**src/rtl/rx_frame_pkg.sv**
```systemverilog
// rx_frame_pkg
// Shared constants for the UART frame parser: FSM state encodings,
// error-cause codes and a small length-validity helper.
// No ports; imported by rx_frame_parser.
package rx_frame_pkg;

    // FSM state encodings
    localparam logic [1:0] ST_IDLE    = 2'd0;
    localparam logic [1:0] ST_GET_LEN = 2'd1;
    localparam logic [1:0] ST_GET_PAY = 2'd2;
    localparam logic [1:0] ST_GET_CHK = 2'd3;

    // Cause reported on err_code
    localparam logic [1:0] ERR_NONE    = 2'd0;
    localparam logic [1:0] ERR_LEN     = 2'd1;
    localparam logic [1:0] ERR_CHK     = 2'd2;
    localparam logic [1:0] ERR_TIMEOUT = 2'd3;

    // A length byte is usable only if it is non-zero and fits the buffer
    function automatic logic len_ok(input logic [7:0] len, input logic [7:0] max_len);
        return (len != 8'd0) && (len <= max_len);
    endfunction

endpackage

```
**src/rtl/byte_timeout_timer.sv**
```systemverilog
// byte_timeout_timer
// Counts clock cycles of silence between received bytes.
// Ports:
//   clk     - system clock, rising edge
//   rst     - synchronous active-high reset
//   enable  - count only while high; counter is held at 0 otherwise
//   restart - clears the count (a byte arrived)
//   expire  - one-cycle strobe on the cycle the count would reach TIMEOUT_MAX
module byte_timeout_timer #(
    parameter logic [15:0] TIMEOUT_MAX = 16'd4500
) (
    input  logic clk,
    input  logic rst,
    input  logic enable,
    input  logic restart,
    output logic expire
);

    logic [15:0] count_q;
    logic [15:0] count_d;

    // Restart has priority over the terminal count, so a byte arriving on
    // the final cycle suppresses the expiry. expire is combinational so the
    // parser can register its error pulse on the same edge the count ends.
    always_comb begin
        count_d = count_q;
        expire  = 1'b0;
        if (!enable || restart) begin
            count_d = 16'd0;
        end else if (count_q >= TIMEOUT_MAX - 16'd1) begin
            expire  = 1'b1;
            count_d = 16'd0;
        end else begin
            count_d = count_q + 16'd1;
        end
    end

    always_ff @(posedge clk) begin
        if (rst) begin
            count_q <= 16'd0;
        end else begin
            count_q <= count_d;
        end
    end

endmodule

```
**src/rtl/rx_frame_parser.sv**
```systemverilog
// rx_frame_parser
// Parses frames of the form HEADER, LEN, LEN payload bytes, CHK from a
// byte stream, where CHK = (LEN + sum of payload) mod 256.
// Ports:
//   clk         - system clock, rising edge
//   rst         - synchronous active-high reset
//   op_flag     - one-cycle strobe marking op_data valid
//   op_data     - received byte
//   frame_valid - one-cycle pulse when a frame passes all checks
//   frame_len   - payload length of the last good frame
//   frame_data  - payload of the last good frame, byte 0 in bits [7:0]
//   frame_err   - one-cycle pulse on any frame error
//   err_code    - cause of last error (0 none, 1 length, 2 checksum, 3 timeout)
module rx_frame_parser
    import rx_frame_pkg::*;
#(
    parameter logic [7:0]  HEADER      = 8'hAA,
    parameter int unsigned PAYLOAD_MAX = 8,
    parameter logic [15:0] TIMEOUT_MAX = 16'd4500
) (
    input  logic                     clk,
    input  logic                     rst,
    input  logic                     op_flag,
    input  logic [7:0]               op_data,
    output logic                     frame_valid,
    output logic [3:0]               frame_len,
    output logic [8*PAYLOAD_MAX-1:0] frame_data,
    output logic                     frame_err,
    output logic [1:0]               err_code
);

    localparam int         DW        = 8 * PAYLOAD_MAX;
    localparam logic [7:0] MAX_LEN_8 = 8'(PAYLOAD_MAX);

    logic [1:0]    state_q, state_d;
    logic [3:0]    len_q, len_d;
    logic [3:0]    idx_q, idx_d;
    logic [7:0]    sum_q, sum_d;
    logic [DW-1:0] pay_q, pay_d;
    logic          frame_valid_q, frame_valid_d;
    logic          frame_err_q, frame_err_d;
    logic [1:0]    err_code_q, err_code_d;
    logic [3:0]    frame_len_q, frame_len_d;
    logic [DW-1:0] frame_data_q, frame_data_d;
    logic          timer_expire;

    byte_timeout_timer #(
        .TIMEOUT_MAX(TIMEOUT_MAX)
    ) u_timer (
        .clk    (clk),
        .rst    (rst),
        .enable (state_q != ST_IDLE),
        .restart(op_flag),
        .expire (timer_expire)
    );

    // Payload is collected in a private working buffer and copied to
    // frame_data only when the checksum matches, so a failing frame never
    // disturbs the last good one. A byte always beats a coinciding timeout.
    always_comb begin
        state_d       = state_q;
        len_d         = len_q;
        idx_d         = idx_q;
        sum_d         = sum_q;
        pay_d         = pay_q;
        frame_valid_d = 1'b0;
        frame_err_d   = 1'b0;
        err_code_d    = err_code_q;
        frame_len_d   = frame_len_q;
        frame_data_d  = frame_data_q;

        if (op_flag) begin
            case (state_q)
                ST_IDLE: begin
                    if (op_data == HEADER) begin
                        state_d = ST_GET_LEN;
                    end
                end
                ST_GET_LEN: begin
                    if (len_ok(op_data, MAX_LEN_8)) begin
                        len_d   = op_data[3:0];
                        sum_d   = op_data;
                        idx_d   = 4'd0;
                        pay_d   = '0;
                        state_d = ST_GET_PAY;
                    end else begin
                        frame_err_d = 1'b1;
                        err_code_d  = ERR_LEN;
                        state_d     = ST_IDLE;
                    end
                end
                ST_GET_PAY: begin
                    pay_d[8*int'(idx_q) +: 8] = op_data;
                    sum_d = sum_q + op_data;
                    idx_d = idx_q + 4'd1;
                    if (idx_q == len_q - 4'd1) begin
                        state_d = ST_GET_CHK;
                    end
                end
                ST_GET_CHK: begin
                    if (op_data == sum_q) begin
                        frame_valid_d = 1'b1;
                        err_code_d    = ERR_NONE;
                        frame_len_d   = len_q;
                        frame_data_d  = pay_q;
                    end else begin
                        frame_err_d = 1'b1;
                        err_code_d  = ERR_CHK;
                    end
                    state_d = ST_IDLE;
                end
                default: begin
                    state_d = ST_IDLE;
                end
            endcase
        end else if (timer_expire) begin
            frame_err_d = 1'b1;
            err_code_d  = ERR_TIMEOUT;
            state_d     = ST_IDLE;
        end
    end

    always_ff @(posedge clk) begin
        if (rst) begin
            state_q       <= ST_IDLE;
            len_q         <= 4'd0;
            idx_q         <= 4'd0;
            sum_q         <= 8'd0;
            pay_q         <= '0;
            frame_valid_q <= 1'b0;
            frame_err_q   <= 1'b0;
            err_code_q    <= ERR_NONE;
            frame_len_q   <= 4'd0;
            frame_data_q  <= '0;
        end else begin
            state_q       <= state_d;
            len_q         <= len_d;
            idx_q         <= idx_d;
            sum_q         <= sum_d;
            pay_q         <= pay_d;
            frame_valid_q <= frame_valid_d;
            frame_err_q   <= frame_err_d;
            err_code_q    <= err_code_d;
            frame_len_q   <= frame_len_d;
            frame_data_q  <= frame_data_d;
        end
    end

    assign frame_valid = frame_valid_q;
    assign frame_err   = frame_err_q;
    assign err_code    = err_code_q;
    assign frame_len   = frame_len_q;
    assign frame_data  = frame_data_q;

endmodule

```
**config.mk**
```make
export PLATFORM = sky130hd
export DESIGN_NAME = rx_frame_parser
export DESIGN_NICKNAME = d
export VERILOG_FILES = /design/src/rtl/rx_frame_pkg.sv /design/src/rtl/byte_timeout_timer.sv /design/src/rtl/rx_frame_parser.sv
export SDC_FILE = /design/constraint.sdc
export NUM_CORES = 1
export LEC_CHECK = 0
export CORE_ASPECT_RATIO = 1.2
export CORE_MARGIN = 5
export CORE_UTILIZATION = 45
export DETAILED_ROUTE_END_ITERATION = 10
export PLACE_DENSITY = 0.69
export REMOVE_ABC_BUFFERS = 1
export SYNTH_ARGS = -nofsm -noshare
export SYNTH_HDL_FRONTEND = slang
export SYNTH_SLANG_ARGS = --single-unit
```
**constraint.sdc**
```tcl
create_clock -name clk -period 2.6 [get_ports clk]
set_input_delay 0.52 -clock clk [delete_from_list [all_inputs] [get_ports clk]]
set_output_delay 0.52 -clock clk [all_outputs]
set_load 0.05 [all_outputs]
```
## After elaboration in Yosys (flattened, before gate mapping)

Index checks and enable logic that the tools add are counted.

- Bits in registers: 170
- Input port bits: 11
- Output and inout bits: 72
- Word-level logic and storage cells: 74

- Add/subtract/negate cells: 5
- Magnitude comparators: 2
- Eq/ne operators: 11
- Shift operators: 2
- Multiplexer cells: 26
- Bitwise operators: 2
- Reductions and logical operators: 15

Operators with widths:

| cell | number |
|---|---|
| 64-bit case mux with 2 select lines | 1 |
| 64-bit bitwise mux | 1 |
| 64-bit two-way mux | 1 |
| 8-bit by 33-bit variable shift with 64-bit output (first input constant) | 1 |
| 8-bit by 33-bit indexed part select with 64-bit output | 1 |
| 7-bit negation with 33-bit output | 1 |
| 2-bit two-way mux | 9 |
| 16-bit by 1-bit adder with 16-bit output (second input constant) | 1 |
| 16-bit by 13-bit >= comparator with 1-bit output (second input constant) | 1 |
| 8-bit case mux with 2 select lines | 1 |
| 3-bit AND reduction | 5 |
| 3-bit != test (second input constant) | 3 |
| 8-bit adder | 1 |
| 8-bit equality test | 1 |
| 8-bit equality test (second input constant) | 1 |
| 8-bit by 4-bit less-or-equal comparator with 1-bit output (second input constant) | 1 |
| 8-bit two-way mux | 1 |
| 2-bit case mux with 4 select lines | 1 |
| 4-bit case mux with 2 select lines | 1 |
| 8-bit nonzero test | 1 |
| 1-bit two-way mux | 7 |
| 2-bit nonzero test | 3 |
| 3-bit OR reduction | 2 |
| 4-bit by 1-bit adder with 4-bit output (second input constant) | 1 |
| other kinds (14) | 16 |

## Depth between registers and ports, before layout

Gate-level depths: netlist of run 1.

- Word-level depth: 6
- Mapped depth: 9
- Depth with buffers taken out: 8

## Cells and area by module

From an unflattened synthesis of run 1, not the netlist that was laid out.

- Cell total of the unflattened synthesis: 801
- Area, all modules: 6940.4 µm²

Modules (own cells, without submodules):

| module | instances | cells each | area an instance (µm²) | sequential area each (µm²) |
|---|---|---|---|---|
| rx_frame_parser | 1 | 726 | 6232.2 | 3083.0 |
| byte_timeout_timer | 1 | 75 | 708.2 | 320.3 |

## Least setup slack after synthesis of run 1

Ideal clock, no wire load.

- Kind: reg-to-reg
- Start point: register idx_q[0]
- End point: register pay_q[4]
- Library setup time: 128 ps
- Arrival: 2458 ps
- Required time: 2472 ps
- Path slack: 14 ps
- Cell stages (with the launch flop): 9
- Buffers on the path: 1
- Period minus slack after synthesis: 2586 ps
- Path through: dfxtp_1 > clkbuf_1 > nor3_1 > ha_1 > or4b_1 > nor4_2 > nor2_1 > a22oi_1 > nor2_1

- Longest elaborated chain between the ends: 4
- Elaborated cells between the ends (all ways): 5
- Those cells by class: 1 x add/sub; 2 x shift; 2 x mux

Ends and longest elaborated chain:

| item | line | source |
|---|---|---|
| start, declared | rx_frame_parser.sv:37 | `logic [3:0] idx_q, idx_d;` |
| start signal, assigned | rx_frame_parser.sv:138 | `idx_q <= idx_d;` |
| 7-bit negation with 33-bit output (*) | rx_frame_parser.sv:93 | `pay_d[8*int'(idx_q) +: 8] = op_data;` |
| 8-bit by 33-bit indexed part select with 64-bit output / 8-bit by 33-bit variable shift with 64-bit output (equally long branches) | rx_frame_parser.sv:93 |  |
| 64-bit bitwise mux (*) | rx_frame_parser.sv:93 |  |
| 64-bit case mux with 2 select lines (*) | rx_frame_parser.sv:73 | `case (state_q)` |
| end signal, assigned | rx_frame_parser.sv:140 | `pay_q <= pay_d;` |
| end, declared | rx_frame_parser.sv:39 | `logic [DW-1:0] pay_q, pay_d;` |

Every way passes the cells marked *; elsewhere a longest branch is shown, timed or not.
A chain may end at the register's enable or synchronous reset.

## Worst setup path in the final report of run 1

- Start point: input port op_data[5]
- End point: register sum_q[2]

- Longest elaborated chain between the ends: 4
- Elaborated cells between the ends (all ways): 5
- Those cells by class: 1 x order compare; 1 x eq/ne; 3 x reduce/logical

Ends and longest elaborated chain:

| item | line | source |
|---|---|---|
| start, declared | rx_frame_parser.sv:24 | `input logic [7:0] op_data,` |
| 8-bit by 4-bit less-or-equal comparator with 1-bit output / 8-bit nonzero test (equally long branches) | rx_frame_pkg.sv:21 | `return (len != 8'd0) && (len <= max_len);` |
| 1-bit logical AND (*) | rx_frame_pkg.sv:21 |  |
| 2-bit != test (no source line) (*) | - |  |
| 3-bit AND reduction (no source line) (*) | - |  |
| end signal, assigned | rx_frame_parser.sv:139 | `sum_q <= sum_d;` |
| end, declared | rx_frame_parser.sv:38 | `logic [7:0] sum_q, sum_d;` |

Marks and branches as above.

==> metrics.csv, run 1 <==
stage,metric,value,unit
final_layout,Total Nets Final,932,
logic_synthesis,Seq cells post-synth,170,
logic_synthesis,number of distinct library cells after synthesis,59,
power,PD cells,601,nW/um2
worst_setup_path,worst reg2reg startpoint,idx_q[0],
clock_network,Post-CTS Setup Bufs,0,
final_layout,Fillers,1356,
worst_setup_path,Worst EP arrival,2.76,ns
clock_network,post-CTS sizing,0,
place,IO buf count,82,
final_layout,layout cells sized above 1,0.109,
clock_network,Num Clock Sinks,170,
timing,Final Skew,0.00673,ns
worst_setup_path,flop-to-flop setup slack,0.24,ns
power,maximum VDD drop,0.341,mV
floorplanning,I/O pin count,83,
min_path,hold_sp,pay_q[48],
grt,total track usage,0.195,
logic_synthesis,share of synthesized registers carrying an async set or reset,0,
detailed_routing,DRC viols,0,
clock_network,Hold Buf Count CTS,0,
worst_setup_path,CP max stage delay,0.59,ns
logic_synthesis,yosys warns,0,
timing,hold slack,0.445,ns
logic_synthesis,ys flop type,dfxtp_1,
power,Leak,0.00306,uW
timing,worst slew pin tran,0.707,ns
floorplanning,die area,17600,um2
flow_run,MaxCap Viol Count,0,
place,post-DP HPWL,11700,um
worst_setup_path,Critical path buffers and inverters,2,
clock_network,TritonCTS buffer count,17,
worst_setup_path,Crit path max-delay family,simple AND/OR/NAND/NOR gates,
worst_setup_path,Worst Setup End Kind,flop,
grt,initial antenna violation count,1,
min_path,Min-Delay Endpoint,pay_q[48],
detailed_routing,drt wl/cell,14.8,um
clock_network,Clock Path Buffers,2,
clock_network,H-tree Lvls,4,
detailed_routing,post-route ant nets,0,
place,final RePlAce weighted congestion,0.866,
worst_setup_path,Critical Path Source Type,input port,
logic_synthesis,Syn Area/Cell,8.48,um2
timing,setup TNS,0,ns
detailed_routing,DRT Pass-1 Iters,5,
logic_synthesis,synthesized cell area,6760,um2
final_layout,Synth-to-Final Area Change,28.6,%
timing,Period minus WS final,2.47,ns
floorplanning,Initial Utilization,0.454,
worst_setup_path,cells along the critical path,clkdlybuf4s50_1 > or4_4 > nor4_4 > nor2_1 > buf_4 > a211oi_1 > nor3_1,
timing,Slew HR,0.529,
worst_setup_path,r2r worst-path depth,7,
grt,vias in the first global route,5407,
logic_synthesis,number of synthesized flops with an enable pin,0,
timing,Max Slew Vio Count,0,
detailed_routing,vias per inst,5.17,
grt,grt ovf,0,
worst_setup_path,critical path class,input port to flop,
timing,period utilisation layout,0.952,
worst_setup_path,Worst EP required,2.89,ns
floorplanning,Rows,49,
floorplanning,Die H,144,um
floorplanning,Chip Width,122,um
logic_synthesis,register area share after synthesis,0.503,
timing,count of final hold-check violations,0,
detailed_routing,Post-Route WL,16700,um
grt,first-pass GRT wire length,27300,um
timing,RSZ-0062 raised after global routing,false,
clock_network,Root Driver,clkbuf_16,
grt,largest net degree at the start of global routing,58,
timing,Max Fclk,404,MHz
detailed_routing,Initial DRC Count,465,
worst_setup_path,worst reg2reg endpoint,pay_q[53],
min_path,Hold Crit Depth,2,
clock_network,TritonCTS clock tree,built,
timing,count of final setup violators,0,
worst_setup_path,Worst path slowest cell,or4_4,
clock_network,"Reg clk slew, reported paths",0.06,ns
floorplanning,core area,14900,um2
outcome,status,finished clean,
detailed_routing,via count,5814,
min_path,Hold WC Path Type,flop to flop,
clock_network,latest clock arrival within the worst-skew pair,0.42,ns
worst_setup_path,Worst Path Max Fanout,7,
logic_synthesis,Post-Syn Instances,797,
flip-flops by register name (all words and copies together), names as in the netlist:
name,cells
frame_data,64
pay_q,64
u_timer.count_q,16
sum_q,8
frame_len,4
idx_q,4
len_q,4
err_code,2
state_q,2
frame_err,1
frame_valid,1
cells in the mapped netlist, drive strengths merged, types with 8 or more instances:
cell,count,share of area
nand2b,10,0.0096
ha,14,0.026
nor2b,8,0.0074
xnor2,10,0.013
a21oi,90,0.067
nor2,64,0.036
a22oi,24,0.027
o21ai,27,0.020
nand3,23,0.017
clkbuf,47,0.026
dfxtp,170,0.50
nor3,16,0.012
nand2,166,0.092
a22o,10,0.013
xor2,8,0.010
inv,14,0.0078
cells by family after synthesis:
group	after synthesis	synth area share
xor+xnor	19	0.0267
flops	170	0.503
mux	5	0.00759
simple gates	329	0.220
buf+inv	66	0.0381
fa+ha+maj	15	0.0289
other cells	1	0.000555
compound gates	192	0.175
metal layers:
| metal | wire length [um] | vias up | global-route usage | part of all wire |
|---|---|---|---|---|
| li1 | - | 2979 | - | - |
| met4 | 257 | 0 | 0.0625 | 0.015 |
| met1 | 7590 | 2721 | 0.258 | 0.46 |
| met3 | 708 | 14 | 0.0415 | 0.042 |
| met2 | 8110 | 100 | 0.320 | 0.49 |
| met5 | 0 | - | 0 | 0 |
worst max-delay path by stage:
stage | from | cells after the start | slack, ns | endpoint
2_1_floorplan | op_data[3] | 6 | -0.68 | frame_data[0]
3_3_place_gp | op_data[3] | 7 | -0.42 | pay_q[49]
3_5_place_dp | op_data[3] | 7 | -0.41 | pay_q[53]
4_1_cts | op_data[3] | 7 | 0.03 | pay_q[53]
5_1_grt | idx_q[0] | 7 | 0.02 | pay_q[53]
6_report | op_data[5] | 7 | 0.13 | sum_q[2]
where the power goes:
group,internal [uW],switching (uW),leakage (uW),total (uW)
registers,2610,0.620,0.00137,2610
clock network,1420,1030,0.000273,2450
logic,60.1,109,0.00142,169
total,4080,1140,0.00306,5230
per-stage QoR:
step	area [um2]	std cells	setup WS [ns]	total power [uW]	utilization
3_3_place_gp	8100	1091	-0.422	2830	0.544
5_1_grt	8690	1124	0.0173	5420	0.584
3_5_place_dp	8100	1091	-0.411	2830	0.544
4_1_cts	8680	1123	0.0297	5270	0.582
2_1_floorplan	6560	747	-0.681	2710	-
6_report	8690	1124	0.125	5230	0.584
placed cells by master, fill, tap and decap left out, types with 4 or more instances in the layout:
master           Yosys  routed
o211ai_1             7       7
o2bb2ai_1            4       4
nor2_1              64      63
nand4_1              5       5
nor3_1              16      16
o21ai_0              4       4
clkinvlp_4           0       4
a22oi_1             24      24
a22o_1              10      10
and3_1               7       7
clkdlybuf4s50_1      0      81
dfxtp_1            170     170
ha_1                14      14
nand2b_1             9       9
buf_4                2      57
mux2i_1              4       4
or3_1                7       7
nor4_1               5       5
a31oi_1              6       5
a21oi_1             90      90
clkbuf_16            0      17
xnor2_1             10      10
inv_1               13      13
nor2b_1              8       8
o21ai_1             23      23
xor2_1               8       8
nand2_1            166     166
nand3_1             23      23
area by class of cell:
type | instances | area [um2] | area share
Antenna cell | 1 | 2.50 | 0.000288
Clock buffer | 18 | 429 | 0.0494
Clock inverter | 14 | 149 | 0.0171
Inverter | 14 | 52.6 | 0.00604
Multi-Input combinational cell | 563 | 3120 | 0.359
Sequential cell | 170 | 3400 | 0.391
Tap cell | 204 | 255 | 0.0294
Timing Repair Buffer | 140 | 1280 | 0.147
worst register-to-register path: cells and delay by family (launching register included):
family | cells | cell delay, ns
flops | 1 | 0.45
simple gates | 2 | 0.56
buf+inv | 2 | 0.27
compound gates | 2 | 0.73
fa+ha+maj | 1 | 0.26
Note: power is estimated with default switching activity, not from simulation.
==> inputs of run 2 (changes only) <==
--- a/config.mk
+++ b/config.mk
@@ -11,6 +11,7 @@
 export DETAILED_ROUTE_END_ITERATION = 10
 export PLACE_DENSITY = 0.69
 export REMOVE_ABC_BUFFERS = 1
+export SLEW_MARGIN = 10
 export SYNTH_ARGS = -nofsm -noshare
 export SYNTH_HDL_FRONTEND = slang
 export SYNTH_SLANG_ARGS = --single-unit
==> results of run 2 <==
Same layout as run 1: the final DEF is identical, and so are final timing and power.
==> inputs of run 3 (changes only) <==
==> constraint.sdc (replaced) <==
create_clock -name clk -period 2.1 [get_ports clk]
set_input_delay 0.42 -clock clk [delete_from_list [all_inputs] [get_ports clk]]
set_output_delay 0.42 -clock clk [all_outputs]
set_load 0.05 [all_outputs]
==> metrics.csv, run 3 (same netlist as run 1, synthesis figures left out) <==
stage,metric,value,unit,change
timing,Max Fclk,477,MHz,
power,PD cells,716,nW/um2,+19%
outcome,status,finished clean,,
place,placed cell count,1123,,+2.9%
timing,Slew HR,0.644,,+0.116
power,maximum VDD drop,0.531,mV,+56%
clock_network,"Reg clk slew, reported paths",0.06,ns,about the same
min_path,Hold Crit Depth,2,,unchanged
detailed_routing,vias per inst,5.28,,+2.1%
detailed_routing,Post-Route WL,18000,um,+7.9%
floorplanning,die area,17600,um2,unchanged
timing,RSZ-0062 raised after global routing,true,,
power,Pwr Total,6700,uW,+28%
worst_setup_path,critical path class,flop to flop,,
grt,vias in the first global route,5741,,+6.2%
timing,Final Skew,0.00522,ns,-0.00151 ns
grt,first-pass GRT wire length,28600,um,+4.9%
worst_setup_path,Critical Path Source Type,flop,,
grt,grt ovf,0,,unchanged
clock_network,H-tree Lvls,4,,unchanged
min_path,hold_sp,rst,,
clock_network,Clock Path Buffers,2,,unchanged
flow_run,MaxCap Viol Count,0,,unchanged
clock_network,TritonCTS clock tree,built,,
floorplanning,core area,14900,um2,unchanged
worst_setup_path,worst reg2reg startpoint,idx_q[0],,
timing,fin worst setup slack,0.00547,ns,-0.120 ns
detailed_routing,drt wl/cell,15.4,um,+3.8%
worst_setup_path,Worst Path Max Fanout,8,,+1
worst_setup_path,flop-to-flop setup slack,0.005,ns,-0.23 ns
final_layout,Total Nets Final,978,,+4.9%
timing,count of final hold-check violations,0,,unchanged
timing,period utilisation layout,0.997,,
worst_setup_path,worst reg2reg endpoint,pay_q[1],,
worst_setup_path,r2r worst-path depth,7,,unchanged
place,post-DP HPWL,11900,um,+1.1%
timing,hold slack,0.385,ns,-0.0606 ns
min_path,Min-Delay Endpoint,pay_q[60],,
floorplanning,I/O pin count,83,,unchanged
clock_network,Num Clock Sinks,170,,unchanged
place,dpl ws,-0.680,ns,-0.269 ns
final_layout,most frequent cells in the layout,"dfxtp_1 (168), nand2_1 (166), buf_4 (92)",,
clock_network,Root Driver,clkbuf_16,,
grt,initial antenna violation count,0,,-1
floorplanning,Rows,49,,unchanged
floorplanning,Chip Width,122,um,unchanged
worst_setup_path,Worst Setup End Kind,flop,,
timing,count of final setup violators,0,,unchanged
detailed_routing,DRT Pass-1 Iters,5,,unchanged
floorplanning,Initial Utilization,0.454,,unchanged
grt,total track usage,0.206,,+0.0107
detailed_routing,post-route ant nets,0,,unchanged
detailed_routing,Initial DRC Count,450,,-3.2%
grt,largest net degree at the start of global routing,93,,+60%
final_layout,layout cells sized above 1,0.175,,+0.0663
final_layout,"most common cell after layout, fill and taps aside",dfxtp_1,,
timing,Period minus WS final,2.09,ns,
min_path,Hold WC Path Type,input port to flop,,
final_layout,n_diodes,0,,-1
place,IO buf count,82,,unchanged
final_layout,Synth-to-Final Area Change,38.3,%,
detailed_routing,DRC viols,0,,unchanged
detailed_routing,via count,6173,,+6.2%
worst_setup_path,Worst EP arrival,2.45,ns,-0.31 ns
worst_setup_path,Worst EP required,2.46,ns,-0.43 ns
place,final RePlAce weighted congestion,0.878,,+1.4%
final_layout,fin cells,1169,,+4.0%
timing,Max Slew Vio Count,0,,unchanged
power,Leak,0.00340,uW,+11%
clock_network,latest clock arrival within the worst-skew pair,0.43,ns,about the same
floorplanning,Die H,144,um,unchanged
clock_network,TritonCTS buffer count,17,,unchanged
timing,worst slew pin tran,0.532,ns,-0.175 ns
-- run 3: cell types whose count changed in the layout (fill, tap and decap cells not counted), sizes merged --
cell and delta:
dlygate4sd2 +5, clkbuf +2, buf +45, clkdlybuf4s15 +2, dlymetal6s2s +1, clkinvlp -2, clkdlybuf4s50 -8, bufinv +1
diode -1
-- run 3: routing by layer --
layer / vias up / part of all wire / track usage
met2: 144 / 0.50 / 0.344
met5: - / 0 / 0
met1: 2934 / 0.43 / 0.258
met4: 0 / 0.020 / 0.0785
li1: 3071 / - / -
met3: 24 / 0.046 / 0.0501
-- run 3: worst max-delay path, stage by stage, from the launching register on --
cell and delay [ns]:
dfxtp_4 0.36, nor3_2 0.17, ha_1 0.28, or4b_4 0.52, nor4_4 0.27, buf_6 0.20
o211ai_1 0.09, a21oi_1 0.14
-- run 3: worst max-delay path by stage --
| stage | slack, ns | startpoint | cells after the start | to |
|---|---|---|---|---|
| 2_1_floorplan | -1.08 | op_data[3] | 6 | frame_data[0] |
| 3_3_place_gp | -0.65 | op_data[3] | 8 | pay_q[52] |
| 3_5_place_dp | -0.68 | op_data[0] | 8 | pay_q[55] |
| 4_1_cts | 0.00007 | idx_q[0] | 7 | pay_q[5] |
| 5_1_grt | -0.1 | idx_q[0] | 7 | pay_q[1] |
| 6_report | 0.005 | idx_q[0] | 7 | pay_q[1] |
-- run 3: final cells by class --
cell class | count | area, um2
clock buffer | 19 | 453
clock inverter | 13 | 166
fill | 1270 | 5550
inverter | 14 | 52.6
multi-input combinational | 563 | 3290
sequential | 170 | 3410
tap | 204 | 255
timing repair buffer | 186 | 1730
-- run 3: power breakdown --
group          leakage, uW  switching [uW]  internal, uW  total (uW)
Sequential         0.00137           0.813          3230        3230
Clock             0.000301            1310          1940        3250
Combinational      0.00173             143          80.8         224
-- run 3: timing repair --
item                       in CTS  in global routing
hold buffers                    0                  0
pin swaps                       4                 10
buffers inserted                5                  7
gates cloned                    1                  1
setup endpoints to repair     144                 89
resized for setup              20                 30
-- run 3: per-stage QoR --
stage,TNS [ns],instance area [um2],util
after global routing,-0.444,9350,0.628
after floorplan,-94.58,6560,-
after CTS,0,9130,0.613
after global placement,-85.74,8380,0.562
final,0,9350,0.628
after detailed placement,-84.69,8380,0.562
